`src/rtl/daq_pkg.sv`:
```
// Shared types, constants and helpers for the DAQ read-clock burst generator.
package daq_pkg;

  typedef enum logic [1:0] {
    IDLE = 2'd0,
    LOW  = 2'd1,
    HIGH = 2'd2,
    DONE = 2'd3
  } state_e;

  localparam logic HI = 1'b1;
  localparam logic LO = 1'b0;

  // Widest channel mask the priority encoder handles.
  localparam int MAX_CH = 32;

  // Index of the lowest set bit of mask at or above 'from', or -1 if none.
  function automatic int lowest_set_from(input logic [MAX_CH-1:0] mask, input int from);
    int idx;
    idx = -1;
    for (int i = MAX_CH - 1; i >= 0; i--) begin
      if (mask[i] && (i >= from)) idx = i;
    end
    return idx;
  endfunction

endpackage

```
`src/rtl/daq_phase_timer.sv`:
```
// Loadable down-counter timing one LOW or HIGH phase of the read clock.
// Loading N (N>=1) makes expired_o rise on the N-th cycle after the load edge.
module daq_phase_timer #(
  parameter int CNT_W = 8
) (
  input  logic             clk_i,
  input  logic             reset_ni,
  input  logic             load_i,
  input  logic [CNT_W-1:0] load_val_i,
  output logic             expired_o
);

  logic [CNT_W-1:0] cnt_q, cnt_d;

  // Next count: reload on request, otherwise count down and park at zero.
  always_comb begin
    cnt_d = cnt_q;
    if (load_i) begin
      cnt_d = load_val_i - 1'b1;
    end else if (cnt_q != '0) begin
      cnt_d = cnt_q - 1'b1;
    end
  end

  // Count register with synchronous active-low reset.
  always_ff @(posedge clk_i) begin
    if (!reset_ni) begin
      cnt_q <= '0;
    end else begin
      cnt_q <= cnt_d;
    end
  end

  assign expired_o = (cnt_q == '0);

endmodule

```
`src/rtl/daq_rdclk_burst.sv`:
```
// Read-clock generator for the DAQ ADC read path: programmable high/low phases,
// bursts sequenced over the enabled channels, or free-running until stopped.
module daq_rdclk_burst
  import daq_pkg::*;
#(
  parameter int CNT_W   = 8,
  parameter int BURST_W = 16,
  parameter int NCH     = 4
) (
  input  logic               clk_i,
  input  logic               reset_ni,
  input  logic               start_i,
  input  logic               stop_i,
  input  logic [CNT_W-1:0]   high_cnt_i,
  input  logic [CNT_W-1:0]   low_cnt_i,
  input  logic [BURST_W-1:0] burst_len_i,
  input  logic [NCH-1:0]     ch_mask_i,
  input  logic               free_run_i,
  input  logic               en_i,
  output logic               busy_o,
  output logic               done_o,
  output logic               clk_o,
  output logic               clk_en_o,
  output logic [NCH-1:0]     ch_sel_o,
  output logic               rd_strobe_o,
  output logic [BURST_W-1:0] pulse_cnt_o
);

  localparam int IDX_W = (NCH > 1) ? $clog2(NCH) : 1;
  localparam logic [CNT_W-1:0] CNT_ONE = CNT_W'(1);

  state_e             state_q, state_d;
  logic [CNT_W-1:0]   high_q, high_d;
  logic [CNT_W-1:0]   low_q, low_d;
  logic [BURST_W-1:0] burst_q, burst_d;
  logic [NCH-1:0]     mask_q, mask_d;
  logic               free_q, free_d;
  logic               stop_q, stop_d;
  logic [IDX_W-1:0]   ch_idx_q, ch_idx_d;
  logic [NCH-1:0]     ch_sel_q, ch_sel_d;
  logic [BURST_W-1:0] pulse_cnt_q, pulse_cnt_d;

  logic               tmr_load;
  logic [CNT_W-1:0]   tmr_val;
  logic               tmr_expired;

  logic [CNT_W-1:0]   high_in, low_in;
  logic [MAX_CH-1:0]  mask_ext_in, mask_ext_q;
  logic [BURST_W-1:0] pulse_inc;
  logic               stop_now;

  // A programmed length of zero behaves as one cycle.
  assign high_in     = (high_cnt_i == '0) ? CNT_ONE : high_cnt_i;
  assign low_in      = (low_cnt_i == '0) ? CNT_ONE : low_cnt_i;
  assign mask_ext_in = MAX_CH'(ch_mask_i);
  assign mask_ext_q  = MAX_CH'(mask_q);
  assign pulse_inc   = pulse_cnt_q + 1'b1;
  assign stop_now    = stop_i | stop_q;

  daq_phase_timer #(.CNT_W(CNT_W)) u_timer (
    .clk_i      (clk_i),
    .reset_ni   (reset_ni),
    .load_i     (tmr_load),
    .load_val_i (tmr_val),
    .expired_o  (tmr_expired)
  );

  // Next-state logic: phase sequencing, channel stepping and stop handling.
  always_comb begin
    int nxt;
    // NOTE: every variable gets a default before any branch so no path can infer a latch.
    state_d     = state_q;
    high_d      = high_q;
    low_d       = low_q;
    burst_d     = burst_q;
    mask_d      = mask_q;
    free_d      = free_q;
    stop_d      = stop_q;
    ch_idx_d    = ch_idx_q;
    ch_sel_d    = ch_sel_q;
    pulse_cnt_d = pulse_cnt_q;
    tmr_load    = 1'b0;
    tmr_val     = low_q;
    nxt         = 0;

    unique case (state_q)
      IDLE: begin
        if (start_i) begin
          high_d      = high_in;
          low_d       = low_in;
          burst_d     = burst_len_i;
          mask_d      = ch_mask_i;
          free_d      = free_run_i;
          stop_d      = 1'b0;
          pulse_cnt_d = '0;
          if (!free_run_i && ((ch_mask_i == '0) || (burst_len_i == '0))) begin
            state_d = DONE;
          end else begin
            nxt      = free_run_i ? 0 : lowest_set_from(mask_ext_in, 0);
            state_d  = LOW;
            tmr_load = 1'b1;
            tmr_val  = low_in;
            ch_idx_d = IDX_W'(nxt);
            for (int i = 0; i < NCH; i++) ch_sel_d[i] = (i == nxt);
          end
        end
      end

      LOW: begin
        if (stop_now) begin
          state_d  = DONE;
          ch_sel_d = '0;
        end else if (tmr_expired) begin
          state_d  = HIGH;
          tmr_load = 1'b1;
          tmr_val  = high_q;
        end
      end

      HIGH: begin
        // A stop seen mid-pulse is held so the high phase always runs to full length.
        stop_d = stop_now;
        if (tmr_expired) begin
          if (stop_now) begin
            state_d     = DONE;
            ch_sel_d    = '0;
            pulse_cnt_d = pulse_inc;
          end else if (!free_q && (pulse_inc == burst_q)) begin
            nxt = lowest_set_from(mask_ext_q, int'(ch_idx_q) + 1);
            if (nxt < 0) begin
              state_d     = DONE;
              ch_sel_d    = '0;
              pulse_cnt_d = pulse_inc;
            end else begin
              state_d     = LOW;
              tmr_load    = 1'b1;
              tmr_val     = low_q;
              pulse_cnt_d = '0;
              ch_idx_d    = IDX_W'(nxt);
              for (int i = 0; i < NCH; i++) ch_sel_d[i] = (i == nxt);
            end
          end else begin
            state_d     = LOW;
            tmr_load    = 1'b1;
            tmr_val     = low_q;
            pulse_cnt_d = pulse_inc;
          end
        end
      end

      DONE: begin
        state_d     = IDLE;
        stop_d      = 1'b0;
        ch_sel_d    = '0;
        pulse_cnt_d = '0;
      end

      default: state_d = IDLE;
    endcase
  end

  // State and configuration registers with synchronous active-low reset.
  always_ff @(posedge clk_i) begin
    // NOTE: sequential state uses non-blocking assignments so every flop samples pre-edge values.
    if (!reset_ni) begin
      state_q     <= IDLE;
      high_q      <= CNT_ONE;
      low_q       <= CNT_ONE;
      burst_q     <= '0;
      mask_q      <= '0;
      free_q      <= 1'b0;
      stop_q      <= 1'b0;
      ch_idx_q    <= '0;
      ch_sel_q    <= '0;
      pulse_cnt_q <= '0;
    end else begin
      state_q     <= state_d;
      high_q      <= high_d;
      low_q       <= low_d;
      burst_q     <= burst_d;
      mask_q      <= mask_d;
      free_q      <= free_d;
      stop_q      <= stop_d;
      ch_idx_q    <= ch_idx_d;
      ch_sel_q    <= ch_sel_d;
      pulse_cnt_q <= pulse_cnt_d;
    end
  end

  assign busy_o      = (state_q == LOW) || (state_q == HIGH);
  assign done_o      = (state_q == DONE);
  assign clk_o       = (state_q == HIGH) ? HI : LO;
  assign rd_strobe_o = (state_q == HIGH) && tmr_expired;
  assign ch_sel_o    = ch_sel_q;
  assign pulse_cnt_o = pulse_cnt_q;
  // Legacy gated clock: held high while gating is off.
  assign clk_en_o    = en_i ? clk_o : HI;

endmodule

```
`config.mk`:
```
export PLATFORM = sky130hd
export DESIGN_NAME = daq_rdclk_burst
export DESIGN_NICKNAME = d
export VERILOG_FILES = /design/src/rtl/daq_pkg.sv /design/src/rtl/daq_phase_timer.sv /design/src/rtl/daq_rdclk_burst.sv
export SDC_FILE = /design/constraint.sdc
export NUM_CORES = 1
export LEC_CHECK = 0
export CAP_MARGIN = 20
export CORE_MARGIN = 2
export CORE_UTILIZATION = 25
export CTS_BUF_LIST = sky130_fd_sc_hd__clkbuf_4 sky130_fd_sc_hd__clkbuf_8
export DETAILED_ROUTE_END_ITERATION = 8
export GPL_ROUTABILITY_DRIVEN = 0
export PLACE_DENSITY = 0.53
export RECOVER_POWER = 25
export SLEW_MARGIN = 20
export SYNTH_ARGS = -nofsm -noshare
export SYNTH_HDL_FRONTEND = slang
export SYNTH_HIERARCHICAL = 1
export SYNTH_SLANG_ARGS = --single-unit
```
`constraint.sdc`:
```
create_clock -name clk_i -period 6.4 [get_ports clk_i]
set_input_delay 1.92 -clock clk_i [delete_from_list [all_inputs] [get_ports clk_i]]
set_output_delay 1.92 -clock clk_i [all_outputs]
set_load 0.05 [all_outputs]
```
==> results by group, run 1 <==
Run status
  • Run status: complete, but fails checks
  • Failing checks: max-capacitance violations, max-slew violations

Synthesis
  • Post-synth top area share: between 30% and 40%
  • Area leader, netlist: dfxtp_1
  • Post-synthesis area per instance: 7.77 um^2
  • Count of cell types in the netlist: 66
  • Register area share after synthesis: 33.8%
  • Most common cell in the netlist: nand2_1
  • Mapped cell area: 4090 um^2
  • Main synth FF type: dfxtp_1
  • Yosys synthesis warning count: 6
  • Cell count after synthesis: ~530
  • Top post-synthesis cells by area: dfxtp_1, nand2_1, a21oi_1
  • Async set or reset register ratio after synthesis: 0%
  • Post-Syn Nets: 574
  • Post-synth EDFFs: 0
  • Synth Register Bits: 69
  • Most frequent cells after synthesis: nand2_1, dfxtp_1, a21oi_1

Final layout
  • Utilization after layout: around 32%
  • Share of cells above drive strength 1: a little over 6%
  • Non-Filler Instances: 799
  • Layout Nets: ~630
  • Area Overhead vs Synth: 25.0%
  • Diode count: 0
  • Post-route cell area: around 5100 um^2

Clocking
  • Setup Buffers After CTS: 0
  • # clock sinks: 69
  • Clk buf depth: 2
  • TritonCTS clock tree: yes
  • Worst-path clk slew: 0.09 ns
  • Clock Tree Root: clkbuf_8
  • Hold-fix buffers, CTS: 0
  • # resized after CTS: 0
  • Cts bufs inserted: 9
  • H-tree Lvls: 3
  • Clock Latency Late Sink: 0.37 ns

Timing
  • Max Slew Vio Count: 41
  • Final setup fails: 0
  • Worst-Margin Slew: about 1.9 ns
  • Post-layout min period: 5.26 ns
  • FMAX: about 190 MHz
  • Worst relative slew slack: -24.2%
  • Setup tns final: 0 ns
  • Clk_skew: 0.0209 ns
  • Crit share post-route: 82.2%
  • Unrepaired setup endpoints after global routing: false
  • Final Hold Viols: 0

Placement
  • Placed cell areas: 4910 um^2
  • Post-DP HPWL: 9430 um
  • Port Buf Inserts: 66
  • Dpl cells: about 800

Routing
  • Router iterations before antenna repair: 6
  • Via-to-Cell Ratio: 5.05
  • Wire per inst: 15.4 um
  • Final WL: 12300 um
  • Antenna Violating Nets Remaining: 0
  • DRC: 0
  • Via count: just over 4000
  • Initial drt markers: 237

GRT
  • Largest net degree at the start of global routing: 41
  • Tot GR Track Use: 14.1%
  • Grt total ovfl: 0
  • Initial antenna violation count: 1
  • Number of global-route vias before repair: ~3900
  • First-pass GRT wire length: 19900 um

Setup path
  • Reg-to-Reg Start: pulse_cnt_o[0]
  • R2R Setup Slk: 1.95 ns
  • Crit path max fanout: 13
  • CP startpoint kind: input pin
  • RR Endpoint: u_timer/cnt_q[7]
  • CP endpoint kind: flip-flop
  • Critical-path top delay cell: clkdlybuf4s50_1
  • Critical Path Max Stage Delay: ~0.53 ns
  • Setup CP Type: in2reg
  • Worst path cell trace: clkdlybuf4s50_1, nor3_1, nor3b_1, a31oi_1, and2_0, nor3_1, a21oi_1, buf_4, or4_4, a222oi_1, xor2_1, nor2_1
  • Top cell by count, worst path: nor3_1
  • Worst Path Arrival: 5.51 ns
  • Required time worst endpoint: 6.65 ns
  • R2R depth: 13

Hold path
  • Hold crit path type: reg2reg
  • Hold Path Stages: 2
  • Hold EP: mask_q[3]
  • Hold_sp: mask_q[3]

Floorplanning
  • Std cell rows: 46
  • Ports: 67
  • Die X: 132 um
  • Core Region: 15900 um^2
  • Initial Util: 25.6%
  • Die Ht: 132 um
  • Die ar.: 17400 um^2

Pwr
  • Pwr dens: about 360 nW/um^2
  • Overall power: 1.82 mW
  • Largest vdd supply drop: 0.121 mV
  • Pleak: 1.82 nW

Run
  • Max cap viols: 1
state kept, by name, summed over array words and instances (netlist names), 2 cells and up:
name,flops
ch_idx_q,2
high_q,8
mask_q,3
u_timer/cnt_q,8
low_q,8
pulse_cnt_o,16
ch_sel_o,4
state_q,2
burst_q,16
per-stage QoR:
step | setup WS (ns) | hold slack (ns)
3_3_place_gp | 0.920 | 0.445
2_1_floorplan | 1.97 | 0.432
6_report | 1.14 | 0.460
4_1_cts | 1.21 | 0.461
3_5_place_dp | 0.797 | 0.449
5_1_grt | 0.963 | 0.475
placed cells by master (no fill, tap or decap), drive strengths merged, types with 8 or more instances in the layout:
| cell type | n |
|---|---|
| clkdlybuf4s50 | 65 |
| nor2 | 25 |
| xor2 | 12 |
| and2 | 8 |
| nand3 | 9 |
| mux2i | 12 |
| o21ai | 11 |
| a222oi | 8 |
| inv | 21 |
| nand4 | 10 |
| dfxtp | 69 |
| nor4 | 16 |
| xnor2 | 22 |
| a21oi | 49 |
| nor3 | 15 |
| a31oi | 16 |
| clkbuf | 12 |
| nand2 | 106 |
cells by family after synthesis:
logic type	synth area share, %
compound gates	20.1
xor+xnor	7.47
fa+ha+maj	1.84
buf+inv	5.63
flops	33.8
mux	2.94
simple gates	28.2
worst max-delay path: cells and delay by family:
kind | cells | cell delay (ns)
simple gates | 6 | 1.81
compound gates | 3 | 0.81
xor+xnor | 1 | 0.18
buf+inv | 2 | 0.79
layer usage:
metal  track usage [%]  share of wire, %
met2              24.3                48
met1              16.7                44
met3              3.92               5.1
met5                 0              0.11
met4              5.37               2.2
power breakdown:
group	total, mW	internal [mW]	switching [mW]	leakage (nW)
registers	0.575	0.511	0.0630	0.564
clock network	0.370	0.188	0.183	0.100
logic	0.871	0.346	0.525	1.16
worst max path at each step:
| stage | from | end | slack (ns) | cells past startpoint |
|---|---|---|---|---|
| after floorplan | free_run_i | u_timer/cnt_q[7] | 1.97 | 11 |
| after global placement | free_run_i | u_timer/cnt_q[7] | 0.92 | 12 |
| after detailed placement | free_run_i | u_timer/cnt_q[7] | 0.80 | 12 |
| after CTS | free_run_i | u_timer/cnt_q[7] | 1.21 | 12 |
| after global routing | free_run_i | u_timer/cnt_q[7] | 0.96 | 12 |
| final | free_run_i | u_timer/cnt_q[7] | 1.14 | 12 |
cell type report:
type | instances | area, um^2
repair buffers | 72 | 698
well taps | 216 | 270
clock buffers | 10 | 131
inverters | 21 | 78.8
fillers | 1719 | 10800
multi-input cells | 405 | 2470
flip-flops and latches | 69 | 1380
clock inverters | 6 | 72.6
No activity file was read; power rests on OpenSTA's default activity.
==> inputs of run 2 (changes only) <==
--- a/config.mk
+++ b/config.mk
@@ -11,7 +11,7 @@
 export CTS_BUF_LIST = sky130_fd_sc_hd__clkbuf_4 sky130_fd_sc_hd__clkbuf_8
 export DETAILED_ROUTE_END_ITERATION = 8
 export GPL_ROUTABILITY_DRIVEN = 0
-export PLACE_DENSITY = 0.53
+export PLACE_DENSITY = 0.54
 export RECOVER_POWER = 25
 export SLEW_MARGIN = 20
 export SYNTH_ARGS = -nofsm -noshare
==> constraint.sdc (replaced) <==
create_clock -name clk_i -period 4.2 [get_ports clk_i]
set_input_delay 1.26 -clock clk_i [delete_from_list [all_inputs] [get_ports clk_i]]
set_output_delay 1.26 -clock clk_i [all_outputs]
set_load 0.05 [all_outputs]
==> results by group, run 2 (synthesis results as in run 1) <==
Final layout
  • Area of the multi-input gates: 2490 um^2 (+0.45%)
  • Commonest non-fill, non-tap cell in the layout: nand2_1
  • Layout Nets: 671 (+7.2%)
  • Area Overhead vs Synth: 33.7%
  • Fillers: 1708 (-0.64%)
  • Utilization after layout: 34.3% (+2.2 points)
  • Sequential Area: 1380 um^2 (unchanged)
  • Post-route cell area: 5470 um^2 (+7.0%)
  • Most frequent cells in the layout: nand2_1, dfxtp_1, clkdlybuf4s50_1
  • Share of cells above drive strength 1: 13.4% (+7.2 points)
  • Diode count: 0 (unchanged)
  • Non-Filler Instances: 844 (+5.6%)

Routing
  • DRC: 0 (unchanged)
  • Router iterations before antenna repair: 5 (-1)
  • Antenna Violating Nets Remaining: 0 (unchanged)
  • Via-to-Cell Ratio: 5.01 (-0.83%)
  • Via count: 4229 (+4.8%)
  • Initial drt markers: 391 (+65%)
  • Final WL: 13000 um (+5.6%)
  • Wire per inst: 15.4 um (about the same)

GRT
  • Grt total ovfl: 0 (unchanged)
  • First-pass GRT wire length: 21200 um (+6.9%)
  • Tot GR Track Use: 15.2% (+1.1 points)
  • Initial antenna violation count: 0 (-1)
  • Number of global-route vias before repair: 4217 (+7.9%)
  • Largest net degree at the start of global routing: 35 (-15%)

Setup path
  • Crit path from: burst_len_i[11]
  • Setup CP Type: in2reg
  • Required time worst endpoint: 4.46 ns (-2.19 ns)
  • CP endpoint kind: flip-flop
  • CP startpoint kind: input pin
  • Worst Path Arrival: 4.30 ns (-1.21 ns)
  • Crit path max fanout: 5 (-8)
  • Reg-to-Reg Start: pulse_cnt_o[0]

Timing
  • Final setup fails: 0 (unchanged)
  • Clk_skew: 0.0123 ns (-0.00867 ns)
  • Crit share post-route: 96.2%
  • Post-layout min period: between 4 and 5 ns
  • Worst setup margin: 0.160 ns (-0.981 ns)
  • Worst-Margin Slew: 0.887 ns (-0.975 ns)
  • Final Hold Viols: 0 (unchanged)
  • Worst Hold Margin: 0.462 ns (+0.00176 ns)
  • Max Slew Vio Count: 0 (-100%)
  • Worst relative slew slack: 40.8% (+65 points)
  • FMAX: 248 MHz

Floorplanning
  • Std cell rows: 46 (unchanged)
  • Ports: 67 (unchanged)
  • Die ar.: 17400 um^2 (unchanged)
  • Core Region: 15900 um^2 (unchanged)
  • Die X: 132 um (unchanged)
  • Die Ht: 132 um (unchanged)
  • Initial Util: 25.6% (unchanged)

Pwr
  • Pleak: 2.07 nW (+14%)
  • Largest vdd supply drop: 0.216 mV (+78%)
  • Pwr dens: 538 nW/um^2 (+51%)

Placement
  • Placed cell areas: 5250 um^2 (+7.0%)
  • Port Buf Inserts: 66 (unchanged)
  • Dpl cells: 827 (+5.6%)
  • Place WS: -0.354 ns (-1.15 ns)
  • Post-DP HPWL: 9950 um (+5.5%)

Clocking
  • H-tree Lvls: 3 (unchanged)
  • Clk buf depth: 2 (unchanged)
  • Clock Latency Late Sink: 0.37 ns (about the same)
  • Cts bufs inserted: 9 (unchanged)
  • Clock Tree Root: clkbuf_8
  • # clock sinks: 69 (unchanged)
  • Worst-path clk slew: 0.07 ns (-0.02 ns)
  • TritonCTS clock tree: yes
  • Hold-fix buffers, CTS: 0 (unchanged)

Hold path
  • Hold crit path type: reg2reg
  • Hold_sp: low_q[3]

Run
  • Max cap viols: 0 (-1)

Run status
  • Run status: finished, final reports clean
## run 2: power by group
group | leakage (nW) | total [mW] | internal, mW | switching, mW
logic | 1.40 | 1.49 | 0.639 | 0.849
clock network | 0.110 | 0.578 | 0.320 | 0.258
registers | 0.564 | 0.874 | 0.779 | 0.0945
## run 2: timing repair
item | CTS | global route
endpoints found under the setup margin | 0 | 4
setup buffers | 0 | 1
resized for setup | 0 | 6
## run 2: routing by layer
layer,share of wire (%),up-vias,global-route usage (%),wire length [um]
li1,-,2093,-,-
met1,43,1975,17.8,5600
met2,49,133,26.4,6330
met3,5.4,28,4.23,702
met4,2.6,0,5.86,335
met5,0,-,0,0
## run 2: critical path: stages
cell and delay (ns):
clkdlybuf4s50_1 0.49, nor4_1 0.07, buf_4 0.14, and3_1 0.16, a31oi_1 0.22, buf_4 0.16, a21bo_2 0.14, o21ai_2 0.09
buf_4 0.17, a222oi_1 0.24, inv_1 0.13, or3b_1 0.43, a222oi_1 0.37, xor2_1 0.18, nor2_1 0.05
## run 2: layout make-up
class,count,area share (%)
multi-input cells,405,45.5
well taps,216,4.95
repair buffers,117,19.0
inverters,21,1.44
flip-flops and latches,69,25.3
clock buffers,13,3.04
clock inverters,3,0.801
## run 2: path summary, 6_finish.rpt
| kind | slack (ns) | end | depth (start not counted) |
|---|---|---|---|
| worst max register to register | 0.29 | u_timer/cnt_q[7] | 14 |
| worst min register to register | 0.46 | low_q[3] | 2 |
| worst max-delay path | 0.16 | u_timer/cnt_q[7] | 15 |
| worst min-delay path | 0.46 | low_q[3] | 2 |
## run 2: per-stage QoR
step / power, mW / TNS [ns]
after floorplan: 1.88 / 0
after global placement: 2.34 / -0.696
after detailed placement: 2.37 / -1.10
after CTS: 2.96 / 0
after global routing: 3.17 / -0.0123
final: 2.94 / 0
==> inputs of run 3 (changes only) <==
--- a/config.mk
+++ b/config.mk
@@ -7,11 +7,11 @@
 export LEC_CHECK = 0
 export CAP_MARGIN = 20
 export CORE_MARGIN = 2
-export CORE_UTILIZATION = 25
+export CORE_UTILIZATION = 50
 export CTS_BUF_LIST = sky130_fd_sc_hd__clkbuf_4 sky130_fd_sc_hd__clkbuf_8
 export DETAILED_ROUTE_END_ITERATION = 8
 export GPL_ROUTABILITY_DRIVEN = 0
-export PLACE_DENSITY = 0.54
+export PLACE_DENSITY = 0.79
 export RECOVER_POWER = 25
 export SLEW_MARGIN = 20
 export SYNTH_ARGS = -nofsm -noshare
==> results by group, run 3 (synthesis results as in run 1) <==
Placement
  • Dpl cells: 705 (-15%)
  • Post-DP HPWL: 8780 um (-12%)
  • Port Buf Inserts: 66 (unchanged)

Clocking
  • Clock Tree Root: clkbuf_8
  • Hold-fix buffers, CTS: 0 (unchanged)
  • Worst-path clk slew: 0.08 ns (about the same)
  • # clock sinks: 69 (unchanged)
  • Cts bufs inserted: 9 (unchanged)
  • Clk buf depth: 2 (unchanged)
  • TritonCTS clock tree: yes
  • H-tree Lvls: 3 (unchanged)
  • Clock Latency Late Sink: 0.36 ns (about the same)

Timing
  • FMAX: 247 MHz (-0.25%)
  • Final setup fails: 0 (unchanged)
  • Crit share post-route: 96.4% (+0.24 points)
  • Worst-Margin Slew: 1.35 ns (+0.465 ns)
  • Post-layout min period: 4.05 ns (+0.00996 ns)
  • Max Slew Vio Count: 0 (unchanged)
  • Clk_skew: 0.0163 ns (+0.00403 ns)
  • Final Hold Viols: 0 (unchanged)
  • Worst relative slew slack: 9.87% (-31 points)

Routing
  • Final WL: 11900 um (-7.9%)
  • Wire per inst: 16.5 um (+7.7%)
  • Router iterations before antenna repair: 9 (+4)
  • DRC: 0 (unchanged)
  • Antenna Violating Nets Remaining: 0 (unchanged)
  • Via count: 4358 (+3.1%)
  • Via-to-Cell Ratio: 6.04 (+20%)
  • Initial drt markers: 298 (-24%)

Pwr
  • Pleak: 2.07 nW (-0.11%)
  • Sw Ratio: 41.3% (+0.48 points)
  • Pint: 1.72 mW (-1.1%)
  • Largest vdd supply drop: 0.343 mV (+59%)
  • Pwr dens: 550 nW/um^2 (+2.2%)
  • Combinational Power Share: 50.5% (about the same)
  • Net Switching: 1.21 mW (+0.93%)
  • Overall power: 2.93 mW (-0.25%)
  • Clk pwr share: 19.8% (about the same)
  • Share of power burned in registers: 29.7% (about the same)

Floorplanning
  • Std cell rows: 32 (-30%)
  • Die ar.: 8910 um^2 (-49%)
  • Die X: 94.4 um (-28%)
  • Initial Util: 52.3% (+27 points)
  • Core Region: 7810 um^2 (-51%)
  • Ports: 67 (unchanged)
  • Die Ht: 94.4 um (-28%)

Setup path
  • RR Endpoint: u_timer/cnt_q[7]
  • R2R Setup Slk: 0.19 ns (-0.10 ns)
  • Crit path max fanout: 9 (+4)
  • Cell family with most CP delay: simple AND/OR/NAND/NOR gates
  • Worst Path Arrival: 4.29 ns (about the same)
  • CP startpoint kind: input pin
  • Critical-path top delay cell: or4b_4
  • Worst path cell trace: clkdlybuf4s50_1, nor4_2, and3_1, a31oi_2, and2_1, buf_4, a222oi_1, inv_1, or4b_4, a222oi_1, xor2_1, nor2_1
  • Top cell by count, worst path: a222oi_1
  • CP endpoint kind: flip-flop
  • Critical path buffers and inverters: 3 (-2)
  • Required time worst endpoint: 4.44 ns (-0.02 ns)
  • R2R depth: 12 (-2)
  • Critical Path Max Stage Delay: 0.56 ns (+0.07 ns)
  • Setup CP Type: in2reg
  • Reg-to-Reg Start: pulse_cnt_o[2]

GRT
  • Initial antenna violation count: 0 (unchanged)
  • First-pass GRT wire length: 19200 um (-9.7%)
  • Grt total ovfl: 0 (unchanged)
  • Tot GR Track Use: 27.3% (+12 points)
  • Number of global-route vias before repair: 4083 (-3.2%)
  • Largest net degree at the start of global routing: 41 (+17%)

Final layout
  • Utilization after layout: 68.3% (+34 points)
  • Commonest non-fill, non-tap cell in the layout: nand2_1
  • Share of cells above drive strength 1: 13.9% (+0.50 points)
  • Area Overhead vs Synth: 30.6%
  • Non-Filler Instances: 722 (-14%)
  • Layout Nets: 663 (-1.2%)
  • Diode count: 0 (unchanged)
  • Most frequent cells in the layout: nand2_1, dfxtp_1, clkdlybuf4s50_1

Run status
  • Run status: finished, final reports clean

Hold path
  • Hold Path Stages: 2 (unchanged)
  • Hold_sp: mask_q[3]
  • Hold crit path type: reg2reg
  • Hold EP: mask_q[3]

Run
  • Max cap viols: 0 (unchanged)
[run 3: cell type report]
cell class,count,area (um^2)
Clock buffer,11,151
Clock inverter,5,58.8
Fill cell,660,2470
Inverter,21,78.8
Multi-Input combinational cell,405,2550
Sequential cell,69,1380
Tap cell,102,128
Timing Repair Buffer,109,990
[run 3: routing by layer]
layer  global-route usage [%]  vias to the layer above  share of wire [%]
met5                        0                        -                  0
met2                     48.9                      194                 51
li1                         -                     2082                  -
met4                     10.3                        0                2.9
met1                     31.5                     2041                 40
met3                     6.62                       41                6.5
[run 3: worst max path at each step]
stage	start	to	slack, ns	cells past startpoint
2_1_floorplan	pulse_cnt_o[0]	u_timer/cnt_q[6]	0.26	14
3_3_place_gp	burst_len_i[4]	u_timer/cnt_q[7]	-0.19	14
3_5_place_dp	burst_len_i[4]	u_timer/cnt_q[7]	-0.32	14
4_1_cts	burst_len_i[4]	u_timer/cnt_q[7]	0.01	14
5_1_grt	pulse_cnt_o[2]	u_timer/cnt_q[7]	-0.04	12
6_report	burst_len_i[14]	u_timer/cnt_q[7]	0.15	12
[run 3: through the flow]
stage          worst slack, ns  instance area, um^2  setup TNS, ns  hold slack (ns)
2_1_floorplan            0.258                 4090              0            0.432
3_3_place_gp            -0.189                 5040         -0.443            0.442
3_5_place_dp            -0.317                 5040         -0.852            0.452
4_1_cts                 0.0140                 5250              0            0.463
5_1_grt                -0.0350                 5340        -0.0679            0.493
6_report                 0.150                 5340              0            0.461
[run 3: worst register-to-register path, stage by stage, from the launching register on]
cell       delay [ns]
dfxtp_1          0.55
nand4_1          0.39
nor3_1           0.49
a2bb2oi_1        0.40
or4_4            0.20
nor3_1           0.07
nand3b_1         0.23
a21oi_2          0.24
buf_4            0.17
or4b_4           0.47
a222oi_1         0.45
xor2_1           0.18
nor2_1           0.05
[run 3: power groups by stage]
stage | Sequential [mW] | Combinational, mW | Clock [mW]
detailed placement | 0.883 | 1.43 | 0
global route | 0.886 | 1.61 | 0.615
finish | 0.871 | 1.48 | 0.582
global placement | 0.879 | 1.39 | 0
CTS | 0.869 | 1.44 | 0.583
floorplan | 0.887 | 0.993 | 0
[run 3: repair_timing]
item,in CTS,in global routing
gates resized for setup,0,20
setup endpoints to repair,0,5
buffers inserted,0,1
